File: config.mk
export PLATFORM = sky130hd
export DESIGN_NAME = decim_ctrl
export DESIGN_NICKNAME = d
export VERILOG_FILES = /design/src/rtl/decim_ctrl.sv
export SDC_FILE = /design/constraint.sdc
export NUM_CORES = 1
export LEC_CHECK = 0
export ABC_CLOCK_PERIOD_IN_PS = 2600
export CAP_MARGIN = 30
export CORE_UTILIZATION = 44
export CTS_CLUSTER_SIZE = 10
export DETAILED_ROUTE_END_ITERATION = 16
export GPL_ROUTABILITY_DRIVEN = 0
export GPL_TIMING_DRIVEN = 0
export PLACE_DENSITY = 0.79
export SLEW_MARGIN = 20
export SYNTH_ARGS = -nofsm -noshare
export SYNTH_HDL_FRONTEND = slang
export SYNTH_SLANG_ARGS = --single-unit
File: constraint.sdc
create_clock -name clk -period 2.6 [get_ports clk]
set_input_delay 0.39 -clock clk [delete_from_list [all_inputs] [get_ports clk]]
set_output_delay 0.39 -clock clk [all_outputs]
set_load 0.01 [all_outputs]
File: src/rtl/decim_ctrl.sv
// decim_ctrl: keep-one-in-M sample decimator with a single-entry output
// register, valid/ready handshake, IDLE/RUN/DRAIN control and a sticky
// overflow flag for dropped samples.
// Optional: define DECIM_OVF_COUNT_EN to add a saturating 16-bit ovf_count.
module decim_ctrl #(
  parameter int N    = 16,
  parameter int MMAX = 16,
  parameter int LOGM = 4
) (
  input  logic            clk,
  input  logic            rst,
  input  logic            enable,
  input  logic [LOGM:0]   ratio,
  input  logic            in_valid,
  input  logic [N-1:0]    in_sample,
  input  logic            out_ready,
  input  logic            clr_ovf,
  output logic            out_valid,
  output logic [N-1:0]    out_sample,
  output logic [LOGM-1:0] phase,
  output logic            busy,
`ifdef DECIM_OVF_COUNT_EN
  output logic [15:0]     ovf_count,
`endif
  output logic            overflow
);

  localparam logic [1:0] S_IDLE  = 2'd0;
  localparam logic [1:0] S_RUN   = 2'd1;
  localparam logic [1:0] S_DRAIN = 2'd2;

  logic [1:0]      state_q, state_d;
  logic [LOGM:0]   m_eff_q, m_eff_d;
  logic [LOGM-1:0] phase_q, phase_d;
  logic            vld_q, vld_d;
  logic [N-1:0]    smp_q, smp_d;
  logic            ovf_q, ovf_d;
  logic            xfer;
  logic            drop;

  assign xfer = vld_q & out_ready;

  // Next-state: control FSM, phase counter, output register and drop detect
  always_comb begin
    state_d = state_q;
    m_eff_d = m_eff_q;
    phase_d = phase_q;
    smp_d   = smp_q;
    drop    = 1'b0;
    // A delivered sample leaves the register unless refilled below
    vld_d   = vld_q & ~xfer;
    case (state_q)
      S_IDLE: begin
        phase_d = '0;
        if (enable) begin
          state_d = S_RUN;
          if (ratio == '0)
            m_eff_d = (LOGM+1)'(1);
          else if (int'(ratio) > MMAX)
            m_eff_d = (LOGM+1)'(MMAX);
          else
            m_eff_d = ratio;
        end
      end
      S_RUN: begin
        if (!enable) begin
          // Leaving RUN: in_valid is ignored this cycle
          if (vld_q && !xfer) begin
            state_d = S_DRAIN;
          end else begin
            state_d = S_IDLE;
            phase_d = '0;
          end
        end else if (in_valid) begin
          if ({1'b0, phase_q} == m_eff_q - 1'b1)
            phase_d = '0;
          else
            phase_d = phase_q + 1'b1;
          if (phase_q == '0) begin
            if (!vld_q || xfer) begin
              smp_d = in_sample;
              vld_d = 1'b1;
            end else begin
              drop = 1'b1;
            end
          end
        end
      end
      S_DRAIN: begin
        // Phase holds until the pending sample is taken
        if (xfer) begin
          state_d = S_IDLE;
          phase_d = '0;
        end
      end
      default: begin
        state_d = S_IDLE;
        phase_d = '0;
      end
    endcase
    // A new drop wins over a simultaneous clear
    ovf_d = (ovf_q & ~clr_ovf) | drop;
  end

  // State registers with asynchronous reset
  always_ff @(posedge clk or posedge rst) begin
    if (rst) begin
      state_q <= S_IDLE;
      m_eff_q <= (LOGM+1)'(1);
      phase_q <= '0;
      vld_q   <= 1'b0;
      smp_q   <= '0;
      ovf_q   <= 1'b0;
    end else begin
      state_q <= state_d;
      m_eff_q <= m_eff_d;
      phase_q <= phase_d;
      vld_q   <= vld_d;
      smp_q   <= smp_d;
      ovf_q   <= ovf_d;
    end
  end

`ifdef DECIM_OVF_COUNT_EN
  logic [15:0] cnt_q, cnt_d;

  // Dropped-sample counter, saturating; a drop alongside a clear counts as 1
  always_comb begin
    cnt_d = cnt_q;
    if (clr_ovf)
      cnt_d = drop ? 16'd1 : 16'd0;
    else if (drop && cnt_q != 16'hFFFF)
      cnt_d = cnt_q + 16'd1;
  end

  // Counter register
  always_ff @(posedge clk or posedge rst) begin
    if (rst) cnt_q <= '0;
    else     cnt_q <= cnt_d;
  end

  assign ovf_count = cnt_q;
`endif

  assign out_valid  = vld_q;
  assign out_sample = smp_q;
  assign phase      = phase_q;
  assign busy       = (state_q != S_IDLE);
  assign overflow   = ovf_q;

endmodule

After elaboration in Yosys (flattened, before gate mapping)
Index checks and enable logic that the tools add are counted.
Storage, ports and cells
  register bits after elaboration: 29
Cells by class
  bitwise gates (word level): 6
  order comparisons: 1
  $add $sub $neg: 2
  reduce and logical (&&, ||, !) cells: 12
  muxes and demuxes: 23
  equal/unequal tests: 8
Operators by type and width (number)
  4-bit 2-to-1 mux: 5
  1-bit 2-to-1 mux: 10
  5-bit 2-to-1 mux: 2
  2-bit 2-to-1 mux: 4
  4-bit one-hot mux with 2 select lines: 1
  2-bit inequality test (second input constant): 3
  3-bit inequality test (second input constant): 2
  2-bit one-hot mux with 3 select lines: 1
  3-bit AND reduction: 2
  4-bit by 5-bit equality test with 1-bit output: 1
  5-bit greater-than comparator (second input constant): 1
  5-bit logical NOT: 1
  5-bit AND reduction: 1
  5-bit by 1-bit subtractor with 5-bit output (second input constant): 1
  4-bit by 1-bit adder with 4-bit output (second input constant): 1
  4-bit logical NOT: 1
  1-bit AND: 3
  2-bit by 1-bit equality test with 1-bit output (second input constant): 1
  2-bit equality test (second input constant): 1
  1-bit logical NOT: 2
  2-bit logical NOT: 1
  1-bit NOT: 2
  2-bit AND reduction: 1
  2-bit nonzero test: 1
  3 further kinds: 3

Logic depth before layout (Yosys ltp)
  depth after elaboration: 8
  gate-level depth with buffers: 7
  gate-level depth less buffers: 7

Least setup slack after synthesis
OpenSTA, ideal clock, no wires.
  path kind: reg2reg
  from: register state_q[1]
  to: register smp_q[0], in the netlist out_sample[0]
  clock period less this slack: 1.971 ns
  setup slack: 0.629 ns
  arrival: 1.846 ns
  stages on the path, launching flop included: 8
  buffers on the path: 2
  path through: dfrtp_1 nor2b_4 nand3_2 or4b_4 nand2b_4 buf_6 buf_6 mux2_4
On the way
  longest elaborated chain between the ends: 2
RTL lines
  from (decl): line 32  | logic [1:0] state_q, state_d;
  from (signal assigned): line 115  | state_q <= state_d;
  2-bit by 1-bit equality test with 1-bit output: line 52  | case (state_q)
  5-bit AND reduction (no line)
  to (signal assigned): line 119  | smp_q <= smp_d;
  to (decl): line 36  | logic [N-1:0] smp_q, smp_d;
No other way between the ends.
A chain may end at the register's enable or synchronous reset.

Final worst setup path
  from: input enable
  to: register smp_q[0], in the netlist out_sample[0]
On the way
  longest elaborated chain between the ends: 1
RTL lines
  from (decl): line 12  | input logic enable,
  5-bit AND reduction (no line)
No other way between the ends.

==> out/qor.txt <==
Critical path's slowest cell - or4b_4
Final Routed Wirelength - 2.900 mm
Setup TNS Final - 0 ns
Starting Density - 0.4599
CTS resizes - 0
Die Area - 3394 µm²
HPWL Detailed - 2.266 mm
Total CTS buffers - 5
Total number of vias - 1,028
Congestion Overflow GR - 0
Cell chain of the critical path - clkdlybuf4s50_1 -> nor2b_4 -> nand3_2 -> or4b_4 -> nand2b_4 -> buf_6 -> buf_6 -> mux2_4
Syn Area/Cell - 12.78 µm²
Setup Skew - 0.004549 ns
Clock Sink Count - 29
Number of synthesis warnings - 0
Required time of the worst setup path - 2.81 ns
Final Cell Area - 2023 µm²
Reg2reg setup slack - 0.50 ns
WHS - 0.4440 ns
Final Util - 0.6682
FFs w/ async S/R, synth - 1.000
Pins over their slew limit - 0
Layout cells sized above 1 - 0.2156
Worst Setup Path Type - in2reg
Row count - 20
H-tree Lvls - 2
HP Class - in2async
RSZ-0062 raised after global routing - false
Synth cell types - 32
Commonest cells in the netlist - dfrtp_1, mux2_4, inv_1, mux2_2, nand2_1
Postcts setup bufs - 0
Pwr Total - 1.342 mW
Setup-failing EPs final - 0
Most frequent cell after synthesis - dfrtp_1
Fmax - 449.4 MHz
Reg-to-reg startpoint - state_q[1]$_DFFE_PP0P_
Final Non-Filler Cells - 211
Max-cap violations - 0
Core area - 3028 µm²
Gate Count Post-Synth - 109
Die H - 58.26 µm
Synth Cell Area - 1393 µm²
Pre-CTS WS - 0.02404 ns
Post-placement cell count - 203
Synth area leaders - dfrtp_1, mux2_4, mux2_2, ha_1, xnor2_1
Lkg Pwr - 0.9149 nW
Net Count, Synth - 139
Nets - 196
Most frequent CP cell - buf_6
CTS tree - done
Status - complete, no violations
Data arrival time of the worst path - 2.44 ns
Register area share after synthesis - 0.5220
Number of synthesized flops with an enable pin - 0
Iter 0 DRT Violations - 25
Endpoints failing hold - 0
Worst skew pair latency - 0.32 ns
Element type at the critical path end - flop
PnR worst setup slack - 0.3746 ns
Period utilization - 0.8559
Top cell type by total area after synthesis - dfrtp_1
Die width - 58.26 µm
PwrDens - 663.5 nW/µm²
Routed WL per cell - 13.74 µm
Least-Margin Pin Slew - 0.6335 ns
# DRC - 0
I/O Pins - 50
Area fraction of the dominant cell type after synthesis - 0.5031
Antenna violations before repair - 0
Top FF cell, synth - dfrtp_1
Wire length of the first global-routing pass - 4.774 mm
Area Growth Syn to Fin - 45.28%
Area post-placement - 1953 µm²
Pin count of the biggest net entering global routing - 17
Reg clk slew, reported paths - 0.09 ns
GRT Util Overall - 0.1930
N_diodes - 0
Max incr delay on CP - 0.51 ns
Min cycle time layout - 2.225 ns
CP Launch Type - primary input
DRT Pass-1 Iters - 4
Worst-case vdd ir drop - 0.2668 mV
Clock Path Buffers - 2
Reg2reg path depth - 7
Number of global-route vias before repair - 1,081
Slew HR - 0.5772
Via density - 4.872
Cts hold-fix bufs - 0
FF+latch count, synth - 29
Root Buffer - clkbuf_4
Worst-path maximum fanout - 10
FF-to-FF End - out_sample[0]$_DFFE_PP0P_
Post-detailed-route count of antenna-violating nets - 0
Port bufs - 49
state kept, by name, indices dropped and copies added (netlist names):
| signal | count |
|---|---|
| m_eff_q | 5 |
| state_q | 2 |
| out_valid | 1 |
| out_sample | 16 |
| phase | 4 |
| overflow | 1 |
power by group:
part / switching [mW] / internal, mW
logic: 0.147 / 0.285
clock network: 0.156 / 0.157
registers: 0.0571 / 0.540
total: 0.361 / 0.982
critical path: cells and delay by family:
kind                   cells  cell delay [ns]
AND/OR/NAND/NOR            4             0.96
buffers and inverters      3             0.76
multiplexers               1             0.30
worst max path at each step:
stage | from | to | slack, ns
after floorplan | state_q[1]$_DFFE_PP0P_ | out_sample[0]$_DFFE_PP0P_ | 0.63
after global placement | enable | out_sample[14]$_DFFE_PP0P_ | 0.07
after detailed placement | enable | out_sample[0]$_DFFE_PP0P_ | 0.02
after CTS | enable | out_sample[1]$_DFFE_PP0P_ | 0.38
after global routing | enable | out_sample[1]$_DFFE_PP0P_ | 0.31
final | enable | out_sample[0]$_DFFE_PP0P_ | 0.37
logic make-up (layout without fill, tap and decap cells):
logic type                 Yosys count  after routing  share of synthesized area
muxes                               18             18                     0.1725
xor gates and xnor gates             6              6                    0.03774
buffers and inverters               11             69                    0.04043
DFF                                 29             29                     0.5220
adders and majority gates            3              3                    0.02696
and+or+nand+nor                     30             30                     0.1375
AOI/OAI and AO/OA                   12             12                    0.06290
cell usage in the layout, fill, tap and decap left out, types with 2 or more instances in the layout:
cell,instances
nor2_1,3
xnor2_1,4
clkbuf_4,5
nand3_1,2
clkdlybuf4s50_1,49
nand2_1,8
clkbuf_8,2
a22o_1,2
inv_1,8
nand2b_1,4
nor3_1,3
xor2_1,2
buf_6,2
mux2_2,8
o21ai_0,3
mux2_4,10
nor4b_1,3
dfrtp_1,28
ha_1,3
final cells by class:
class	count	area [µm²]
Fill cell	238	1005
Sequential cell	29	726.9
Multi-Input combinational cell	69	609.3
Timing Repair Buffer	50	505.5
Clock buffer	7	65.06
Tap cell	44	55.05
Inverter	8	30.03
Buffer	3	26.28
Clock inverter	1	5.005
per-layer routing:
layer | wire [µm] | track usage | part of all wire
met3 | 235 | 0.06696 | 0.081
met2 | 1451 | 0.3399 | 0.50
met5 | 0 | 0 | 0
met1 | 1151 | 0.1986 | 0.40
met4 | 63 | 0.1088 | 0.022
Note: power is estimated with default switching activity, not from simulation.
